--- config.mk ---
export PLATFORM = sky130hd
export DESIGN_NAME = ps2_key_receiver_flat
export DESIGN_NICKNAME = d
export VERILOG_FILES = /design/src/rtl/ps2_key_receiver_if.sv /design/src/rtl/ps2_key_receiver.sv /design/src/flat_wrapper.sv
export SDC_FILE = /design/constraint.sdc
export NUM_CORES = 1
export LEC_CHECK = 0
export ABC_CLOCK_PERIOD_IN_PS = 5260
export CORE_MARGIN = 2
export CORE_UTILIZATION = 55
export DETAILED_ROUTE_END_ITERATION = 10
export PLACE_DENSITY = 0.75
export SYNTH_ARGS = -nofsm -noshare
export SYNTH_HDL_FRONTEND = slang
export SYNTH_SLANG_ARGS = --single-unit
--- constraint.sdc ---
create_clock -name clk -period 5.26 [get_ports clk]
set_clock_uncertainty 0.1 [all_clocks]
set_input_delay 0.526 -clock clk [delete_from_list [all_inputs] [get_ports clk]]
set_output_delay 0.526 -clock clk [all_outputs]
set_load 0.05 [all_outputs]
--- src/rtl/ps2_key_receiver_if.sv ---
// PS/2 keyboard lines plus the decoded key event outputs of ps2_key_receiver.
// The master side drives the raw PS/2 lines; the slave side is the receiver.
interface ps2_key_receiver_if;
    logic       ps2_clk;
    logic       ps2_data;
    logic [7:0] key;
    logic       key_pressed;
    logic       key_released;
    logic       key_extended;
    logic       frame_err;

    modport master (
        output ps2_clk, ps2_data,
        input  key, key_pressed, key_released, key_extended, frame_err
    );

    modport slave (
        input  ps2_clk, ps2_data,
        output key, key_pressed, key_released, key_extended, frame_err
    );
endinterface

--- src/rtl/ps2_key_receiver.sv ---
// PS/2 scan-code-set-2 receiver: synchronises the bus, deserialises 11-bit frames,
// resolves E0/F0 prefixes and emits one-cycle make/break/error strobes.
module ps2_key_receiver #(
    parameter int unsigned TIMEOUT_CYCLES = 50000
) (
    input logic               clk,
    input logic               rst,
    ps2_key_receiver_if.slave bus
);
    localparam int WDW = $clog2(TIMEOUT_CYCLES + 1);

    typedef enum logic [1:0] {IDLE, DATA, PARITY, STOP} state_t;

    // Synchronisers idle high so reset release never looks like a falling edge.
    logic ps2c_s1_q, ps2c_s2_q, ps2c_prev_q;
    logic ps2d_s1_q, ps2d_s2_q;
    logic fall;

    always_ff @(posedge clk or negedge rst) begin
        if (!rst) begin
            ps2c_s1_q   <= 1'b1;
            ps2c_s2_q   <= 1'b1;
            ps2c_prev_q <= 1'b1;
            ps2d_s1_q   <= 1'b1;
            ps2d_s2_q   <= 1'b1;
        end else begin
            ps2c_s1_q   <= bus.ps2_clk;
            ps2c_s2_q   <= ps2c_s1_q;
            ps2c_prev_q <= ps2c_s2_q;
            ps2d_s1_q   <= bus.ps2_data;
            ps2d_s2_q   <= ps2d_s1_q;
        end
    end

    assign fall = ps2c_prev_q & ~ps2c_s2_q;

    state_t           state_q, state_d;
    logic [2:0]       cnt_q, cnt_d;
    logic [7:0]       shift_q, shift_d;
    logic             parity_q, parity_d;
    logic             ext_pend_q, ext_pend_d;
    logic             brk_pend_q, brk_pend_d;
    logic [WDW-1:0]   wdog_q, wdog_d;
    logic [7:0]       key_q, key_d;
    logic             ext_q, ext_d;
    logic             pressed_q, pressed_d;
    logic             released_q, released_d;
    logic             err_q, err_d;
    logic             busy, timeout, valid;

    assign busy    = (state_q != IDLE);
    assign timeout = busy && (wdog_q >= WDW'(TIMEOUT_CYCLES - 1));
    // Odd parity: data ones plus parity bit must be odd, and stop must be 1.
    assign valid   = ps2d_s2_q && ((^shift_q) ^ parity_q);

    always_ff @(posedge clk or negedge rst) begin
        if (!rst) begin
            state_q    <= IDLE;
            cnt_q      <= '0;
            shift_q    <= '0;
            parity_q   <= 1'b0;
            ext_pend_q <= 1'b0;
            brk_pend_q <= 1'b0;
            wdog_q     <= '0;
            key_q      <= '0;
            ext_q      <= 1'b0;
            pressed_q  <= 1'b0;
            released_q <= 1'b0;
            err_q      <= 1'b0;
        end else begin
            state_q    <= state_d;
            cnt_q      <= cnt_d;
            shift_q    <= shift_d;
            parity_q   <= parity_d;
            ext_pend_q <= ext_pend_d;
            brk_pend_q <= brk_pend_d;
            wdog_q     <= wdog_d;
            key_q      <= key_d;
            ext_q      <= ext_d;
            pressed_q  <= pressed_d;
            released_q <= released_d;
            err_q      <= err_d;
        end
    end

    always_comb begin
        state_d    = state_q;
        cnt_d      = cnt_q;
        shift_d    = shift_q;
        parity_d   = parity_q;
        ext_pend_d = ext_pend_q;
        brk_pend_d = brk_pend_q;
        wdog_d     = '0;
        key_d      = key_q;
        ext_d      = ext_q;
        pressed_d  = 1'b0;
        released_d = 1'b0;
        err_d      = 1'b0;

        // A timeout takes priority over a coincident fall, which is dropped.
        if (timeout) begin
            state_d    = IDLE;
            cnt_d      = '0;
            shift_d    = '0;
            ext_pend_d = 1'b0;
            brk_pend_d = 1'b0;
        end else if (fall) begin
            case (state_q)
                IDLE: begin
                    if (!ps2d_s2_q) begin
                        state_d = DATA;
                        cnt_d   = '0;
                    end
                end
                DATA: begin
                    shift_d = {ps2d_s2_q, shift_q[7:1]};
                    cnt_d   = cnt_q + 3'd1;
                    if (cnt_q == 3'd7) state_d = PARITY;
                end
                PARITY: begin
                    parity_d = ps2d_s2_q;
                    state_d  = STOP;
                end
                STOP: begin
                    state_d = IDLE;
                    if (!valid) begin
                        err_d      = 1'b1;
                        ext_pend_d = 1'b0;
                        brk_pend_d = 1'b0;
                    end else if (shift_q == 8'hE0) begin
                        ext_pend_d = 1'b1;
                    end else if (shift_q == 8'hF0) begin
                        brk_pend_d = 1'b1;
                    end else begin
                        key_d      = shift_q;
                        ext_d      = ext_pend_q;
                        released_d = brk_pend_q;
                        pressed_d  = ~brk_pend_q;
                        ext_pend_d = 1'b0;
                        brk_pend_d = 1'b0;
                    end
                end
                default: state_d = IDLE;
            endcase
        end else if (busy) begin
            wdog_d = wdog_q + WDW'(1);
        end
    end

    assign bus.key          = key_q;
    assign bus.key_extended = ext_q;
    assign bus.key_pressed  = pressed_q;
    assign bus.key_released = released_q;
    assign bus.frame_err    = err_q;
endmodule

--- src/flat_wrapper.sv ---
// flat-port wrapper written by rule: the top's interface ports become plain ports
module ps2_key_receiver_flat 
#(
    parameter int unsigned TIMEOUT_CYCLES = 50000
)
  (clk, rst, bus_ps2_clk, bus_ps2_data, bus_key, bus_key_pressed, bus_key_released, bus_key_extended, bus_frame_err);
  ps2_key_receiver_if bus_i ();
  input logic clk;
  input logic rst;
  input wire logic [$bits(bus_i.ps2_clk)-1:0] bus_ps2_clk;
  input wire logic [$bits(bus_i.ps2_data)-1:0] bus_ps2_data;
  output wire logic [$bits(bus_i.key)-1:0] bus_key;
  output wire logic [$bits(bus_i.key_pressed)-1:0] bus_key_pressed;
  output wire logic [$bits(bus_i.key_released)-1:0] bus_key_released;
  output wire logic [$bits(bus_i.key_extended)-1:0] bus_key_extended;
  output wire logic [$bits(bus_i.frame_err)-1:0] bus_frame_err;
  assign bus_i.ps2_clk = bus_ps2_clk;
  assign bus_i.ps2_data = bus_ps2_data;
  assign bus_key = bus_i.key;
  assign bus_key_pressed = bus_i.key_pressed;
  assign bus_key_released = bus_i.key_released;
  assign bus_key_extended = bus_i.key_extended;
  assign bus_frame_err = bus_i.frame_err;
  ps2_key_receiver #(.TIMEOUT_CYCLES(TIMEOUT_CYCLES)) u_core (.clk(clk), .rst(rst), .bus(bus_i));
endmodule
==> results of run 1 <==
[final timing paths]
kind                                   startpoint                    to  slack (ps)  cells after the start
worst max-delay path            u_core.shift_q[6]     u_core.bus.key[1]        2500                      6
worst min-delay path             u_core.ps2c_s1_q      u_core.ps2c_s2_q         260                      0
worst max register to register  u_core.shift_q[6]     u_core.bus.key[1]        2500                      6
worst min register to register   u_core.ps2c_s1_q      u_core.ps2c_s2_q         260                      0
max in group asynchronous                     rst      u_core.wdog_q[3]        4110                      1
min in group asynchronous                     rst  u_core.bus.frame_err         310                      1
[power by group]
part / switching (mW) / total [mW] / internal [mW]
registers: 0.0629 / 0.518 / 0.455
logic: 0.253 / 0.447 / 0.194
clock network: 0.117 / 0.212 / 0.0947
total: 0.433 / 1.18 / 0.745
[state kept, by name (all words and copies together) (netlist names), 2 cells and up]
| signal | count |
|---|---|
| u_core.wdog_q | 16 |
| u_core.shift_q | 8 |
| u_core.bus.key | 8 |
| u_core.state_q | 2 |
| u_core.cnt_q | 3 |
[worst reg2reg max path, cell delays in order (launching register included)]
cell and delay (ps):
dfrtp_1 420, ha_1 330, xnor3_1 360, xnor2_1 220, nand2_1 160, nor4_4 640, mux2_2 410
[cell families (layout without fill, tap and decap cells)]
| logic type | after synthesis | after routing | share of synthesized area |
|---|---|---|---|
| DFF | 49 | 49 | 0.533 |
| xor gates and xnor gates | 15 | 15 | 0.0628 |
| buffers and inverters | 21 | 37 | 0.0390 |
| muxes | 12 | 12 | 0.0579 |
| AOI/OAI and AO/OA | 25 | 25 | 0.0731 |
| and+or+nand+nor | 79 | 79 | 0.169 |
| adders and majority gates | 12 | 12 | 0.0649 |
[metal layers]
| metal | global-route usage | up-vias | routed length (um) | part of all wire |
|---|---|---|---|---|
| met3 | 0.0601 | 7 | 158 | 0.042 |
| met1 | 0.231 | 689 | 1760 | 0.47 |
| met4 | 0.0760 | 0 | 60 | 0.016 |
| met2 | 0.317 | 34 | 1780 | 0.47 |
| met5 | 0 | - | 0 | 0 |
| li1 | - | 746 | - | - |
[cell type report]
type	count	area (um2)	area share
inverter	14	52.6	0.0205
sequential	49	1230	0.481
clock buffer	8	80.1	0.0312
multi-input combinational	143	990	0.386
timing repair buffer	15	145	0.0566
tap	50	62.6	0.0244
[metrics by stage]
stage	std cells	total power, mW	area (um2)	util	hold WS (ps)
floorplan	213	0.870	2310	-	130
global placement	271	0.956	2480	0.616	246
detailed placement	271	0.976	2480	0.616	247
CTS	279	1.19	2560	0.636	259
global route	279	1.26	2560	0.636	264
finish	279	1.18	2560	0.636	257
[Yosys cell counts (2+ instances only)]
library cell,n,area share
nor2b_1,2,0.0054
and3_1,2,0.0054
or3_1,2,0.0054
a22o_1,2,0.0076
a21oi_1,10,0.022
nor3_1,6,0.013
mux2_2,11,0.054
nand3_1,11,0.024
dfrtp_1,44,0.48
clkbuf_1,3,0.0049
o21ai_0,3,0.0065
or4_1,2,0.0065
dfstp_2,5,0.057
clkbuf_2,2,0.0043
a211oi_1,2,0.0065
xor2_1,3,0.011
inv_1,14,0.023
xnor2_1,11,0.042
nor2_1,30,0.049
nand4_1,2,0.0054
nand2_1,15,0.024
ha_1,12,0.065
==> reports/metrics.yaml, run 1 <==
run_status:
  run_status: "complete, no violations"
route:
  wirelength_um: 3760
  wl_per_cell_um: 13.5
  detail_route.iter0.violations: 96
  drcViolationCount: 0
  vias: 1476
  firstDrtPassIters: 4
  ant_nets: 0
  via_per_inst: 5.29
layout:
  syn2layout_area_growth_pct: 10.8
  layout_commonest_cell: "dfrtp_1"
  nNetsFinal: 244
  diodes: 0
  layout-drive-gt1-share: 0.118
  filler_cell_count: 325
  layout_common_cells: "dfrtp_1, nor2_1, nand2_1"
clock_tree:
  clock_sinks: 49
  clk_latency_ps: 300
  cts_tree: "done"
  cts_hold_repair.buffers: 0
  clockBufferDepth: 2
  numCtsBuffers: 5
  cts_setup_buffers: 0
  cts-htree-levels: 2
  cts_resized: 0
  cts-root-buf: "clkbuf_8"
  cts.clk_slew.worst_paths_ps: 90
critical_path:
  endpoint_kind: "flip-flop"
  cpPeakStageDelay_ps: 640
  path_cells: "ha_1 -> xnor3_1 -> xnor2_1 -> nand2_1 -> nor4_4 -> mux2_2"
  cpMaxStageDelayCell: "nor4_4"
  critPathKind: "flip-flop to flip-flop"
  worstPathArrival_ps: 2850
  cp_data_required_time_ps: 5350
  critPathBufInv: 0
  path_max_fanout: 11
  path_delay_family: "simple AND/OR/NAND/NOR gates"
  worstSetupStartpointType: "flip-flop"
logic_synthesis:
  syn_avg_cell_area_um2: 10.9
  netlist_area_um2: 2310
  yosysSeqAreaShare: 0.533
  ys_warn_count: 0
  postSynth.asyncResetShare: 1.00
  syn-num-nets: 229
  syn_inst: 213
  synth_cell_types: 41
  synth_edf_count: 0
  ys_ff_latch: 49
  synth_ff_type: "dfrtp_1"
place:
  finalWeightedCongestion: 0.828
  place_hpwl_um: 2630
  port_buffers: 15
  pre_cts_ws_ps: 2500
floorplan:
  row_count: 23
  dieWidth_um: 68.8
  fp.dieArea_um2: 4740
  io_pins: 16
  die_y_um: 68.8
  start_util: 0.574
  core_area_um2: 4030
global_routing:
  grt_max_degree: 50
  grt_pass1_wl_um: 6540
  grt_antenna_before_repair: 0
  grt_pass1_vias: 1516
  grt_use_total: 0.191
  gr-total-overflow: 0
pwr:
  power_leakage_nw: 1.15
  powerDensity_nw_per_um2: 460
  peakVddDrop_uv: 262
sta:
  tns_ps: 0
  relSlewSlack: 0.300
  fin_crit_ps: 2760
  final.period_utilization: 0.525
  worstMarginPinSlew_ps: 1050
  maxSlewViolCount: 0
  report.final.hold_viol_count: 0
  layout_setup_ws_ps: 2500
  setup_viol: 0
  max_freq_mhz: 362
  rsz0062_at_grt: "no"
min_path:
  worstHoldPathType: "flip-flop to flip-flop"
job:
  drv_cap: 0
Note: power is estimated with default switching activity, not from simulation.
==> inputs of run 2 (changes only) <==
Settings changed: ABC_CLOCK_PERIOD_IN_PS 5260 to 2300, CORE_UTILIZATION 55 to 52.
Clock period 5.26 ns to 2.3 ns, I/O delays scaled along.
==> reports/metrics.yaml, run 2 (synthesized netlist as in run 1, its figures left out) <==
layout:
  layout-drive-gt1-share: 0.218  # +0.100
  regMostFlops: "u_core.wdog_q"
  syn2layout_area_growth_pct: 20.1
  layout_common_cells: "dfrtp_1, nor2_1, buf_4"
  filler_cell_count: 364  # +12%
  ff_latch_area_um2: 1230  # unchanged
  nNetsFinal: 267  # +9.4%
  layout_commonest_cell: "dfrtp_1"
  fin_cells: 304  # +9.0%
  diodes: 0  # unchanged
  multiInputGateArea_um2: 998  # +0.89%
  fin_area_um2: 2780  # +8.4%
  largest_reg_flops: 16  # unchanged
sta:
  rsz0062_at_grt: "yes"
  relSlewSlack: 0.483  # +0.184
  worstMarginPinSlew_ps: 775  # -275 ps
  max_freq_mhz: 424  # +17%
  final.period_utilization: 1.03  # +0.501
  hold_ws_ps: 230  # -26.7 ps
  report.final.hold_viol_count: 0  # unchanged
  fin_crit_ps: 2360  # -402 ps
  setup_viol: 10  # +10
  maxSlewViolCount: 0  # unchanged
  layout_setup_ws_ps: -59.5  # -2560 ps
clock_tree:
  clockBufferDepth: 2  # unchanged
  cts-htree-levels: 2  # unchanged
  clock_sinks: 49  # unchanged
  cts.clk_slew.worst_paths_ps: 80  # about the same
  cts_tree: "done"
  cts-root-buf: "clkbuf_8"
  clk_latency_ps: 310  # about the same
  numCtsBuffers: 5  # unchanged
global_routing:
  grt_antenna_before_repair: 0  # unchanged
  grt_pass1_wl_um: 7490  # +14%
  grt_use_total: 0.189  # -0.00141
  grt_max_degree: 37  # -26%
  gr-total-overflow: 0  # unchanged
  grt_pass1_vias: 1678  # +11%
critical_path:
  endpoint_kind: "flip-flop"
  cpPeakStageDelay_ps: 540  # -100 ps
  cp_data_required_time_ps: 2400  # -2950 ps
  critPathBufInv: 1  # +1
  path_delay_family: "simple AND/OR/NAND/NOR gates"
  critPathKind: "flip-flop to flip-flop"
  ff2ff_setup_slack_ps: -60  # -2560 ps
  cpMaxStageDelayCell: "or4_4"
  worstSetupStartpointType: "flip-flop"
  path_max_fanout: 11  # unchanged
  path_cells: "or4_4 -> and3_4 -> o21a_4 -> nor4_4 -> buf_12 -> mux2_2"
  worstPathArrival_ps: 2460  # -390 ps
run_status:
  violations: "negative setup slack"
  run_status: "finished with violations"
place:
  finalWeightedCongestion: 0.790  # -4.5%
  port_buffers: 15  # unchanged
  place_hpwl_um: 2830  # +7.5%
  place_inst: 293  # +8.1%
  post_dp_cell_area_um2: 2650  # +6.7%
route:
  wirelength_um: 3930  # +4.6%
  detail_route.iter0.violations: 101  # +5.2%
  vias: 1596  # +8.1%
  ant_nets: 0  # unchanged
  wl_per_cell_um: 12.9  # -4.0%
  via_per_inst: 5.25  # -0.76%
  drcViolationCount: 0  # unchanged
  firstDrtPassIters: 7  # +3
job:
  drv_cap: 0  # unchanged
floorplan:
  die_y_um: 70.7  # +2.7%
  start_util: 0.535  # -0.0392
  fp.dieArea_um2: 5000  # +5.4%
  row_count: 24  # +4.3%
  dieWidth_um: 70.7  # +2.7%
  core_area_um2: 4320  # +7.3%
  io_pins: 16  # unchanged
min_path:
  worstHoldPathType: "input port to flip-flop"
pwr:
  power_leakage_nw: 1.29  # +12%
  total_power_mw: 2.94  # +150%
  peakVddDrop_uv: 597  # +130%
  powerDensity_nw_per_um2: 1060  # +130%
run 2: worst register-to-register path: stages, from the launching register on:
cell,delay (ps)
dfrtp_1,400
or4_4,540
and3_4,190
o21a_4,200
nor4_4,320
buf_12,170
mux2_2,330
run 2: what timing repair did:
action                                  4_1_cts  5_1_grt
hold buffers                                  1        0
buffers inserted                              0        2
endpoints found under the setup margin        9       12
gates resized for setup                       0        3
endpoints found under the hold margin        29        0
run 2: path summary, 6_finish.rpt:
path | cells after the start | to | from
max in group asynchronous | 3 | u_core.wdog_q[15] | rst
min reg2reg | 0 | u_core.ps2d_s2_q | u_core.ps2d_s1_q
max | 6 | u_core.bus.key_extended | u_core.wdog_q[10]
max reg2reg | 6 | u_core.bus.key_extended | u_core.wdog_q[10]
min | 1 | u_core.ps2c_s1_q | bus_ps2_clk
min in group asynchronous | 2 | u_core.bus.key[7] | rst
run 2: metal layers:
metal	track usage	share of wire	vias to the layer above
met5	0	0	-
li1	-	-	797
met3	0.0513	0.032	6
met1	0.227	0.44	769
met4	0.0629	0.016	0
met2	0.331	0.51	24
run 2: final cells by class:
type,count,area share
Sequential cell,49,0.444
Multi-Input combinational cell,143,0.359
Timing Repair Buffer,38,0.120
Clock buffer,6,0.0297
Tap cell,52,0.0234
Inverter,14,0.0189
Clock inverter,2,0.00495
run 2: power breakdown:
part | switching [mW] | internal, mW
clock | 0.289 | 0.244
sequential | 0.113 | 1.04
combinational | 0.642 | 0.610
total | 1.04 | 1.90
run 2: through the flow:
stage | util | setup TNS [ps] | setup WS (ps)
4_1_cts | 0.637 | -680 | -81.2
5_1_grt | 0.642 | -1630 | -169
3_3_place_gp | 0.612 | 0 | 3.20
6_report | 0.642 | -482 | -59.5
2_1_floorplan | - | -223 | -27.8
3_5_place_dp | 0.612 | -325 | -41.8
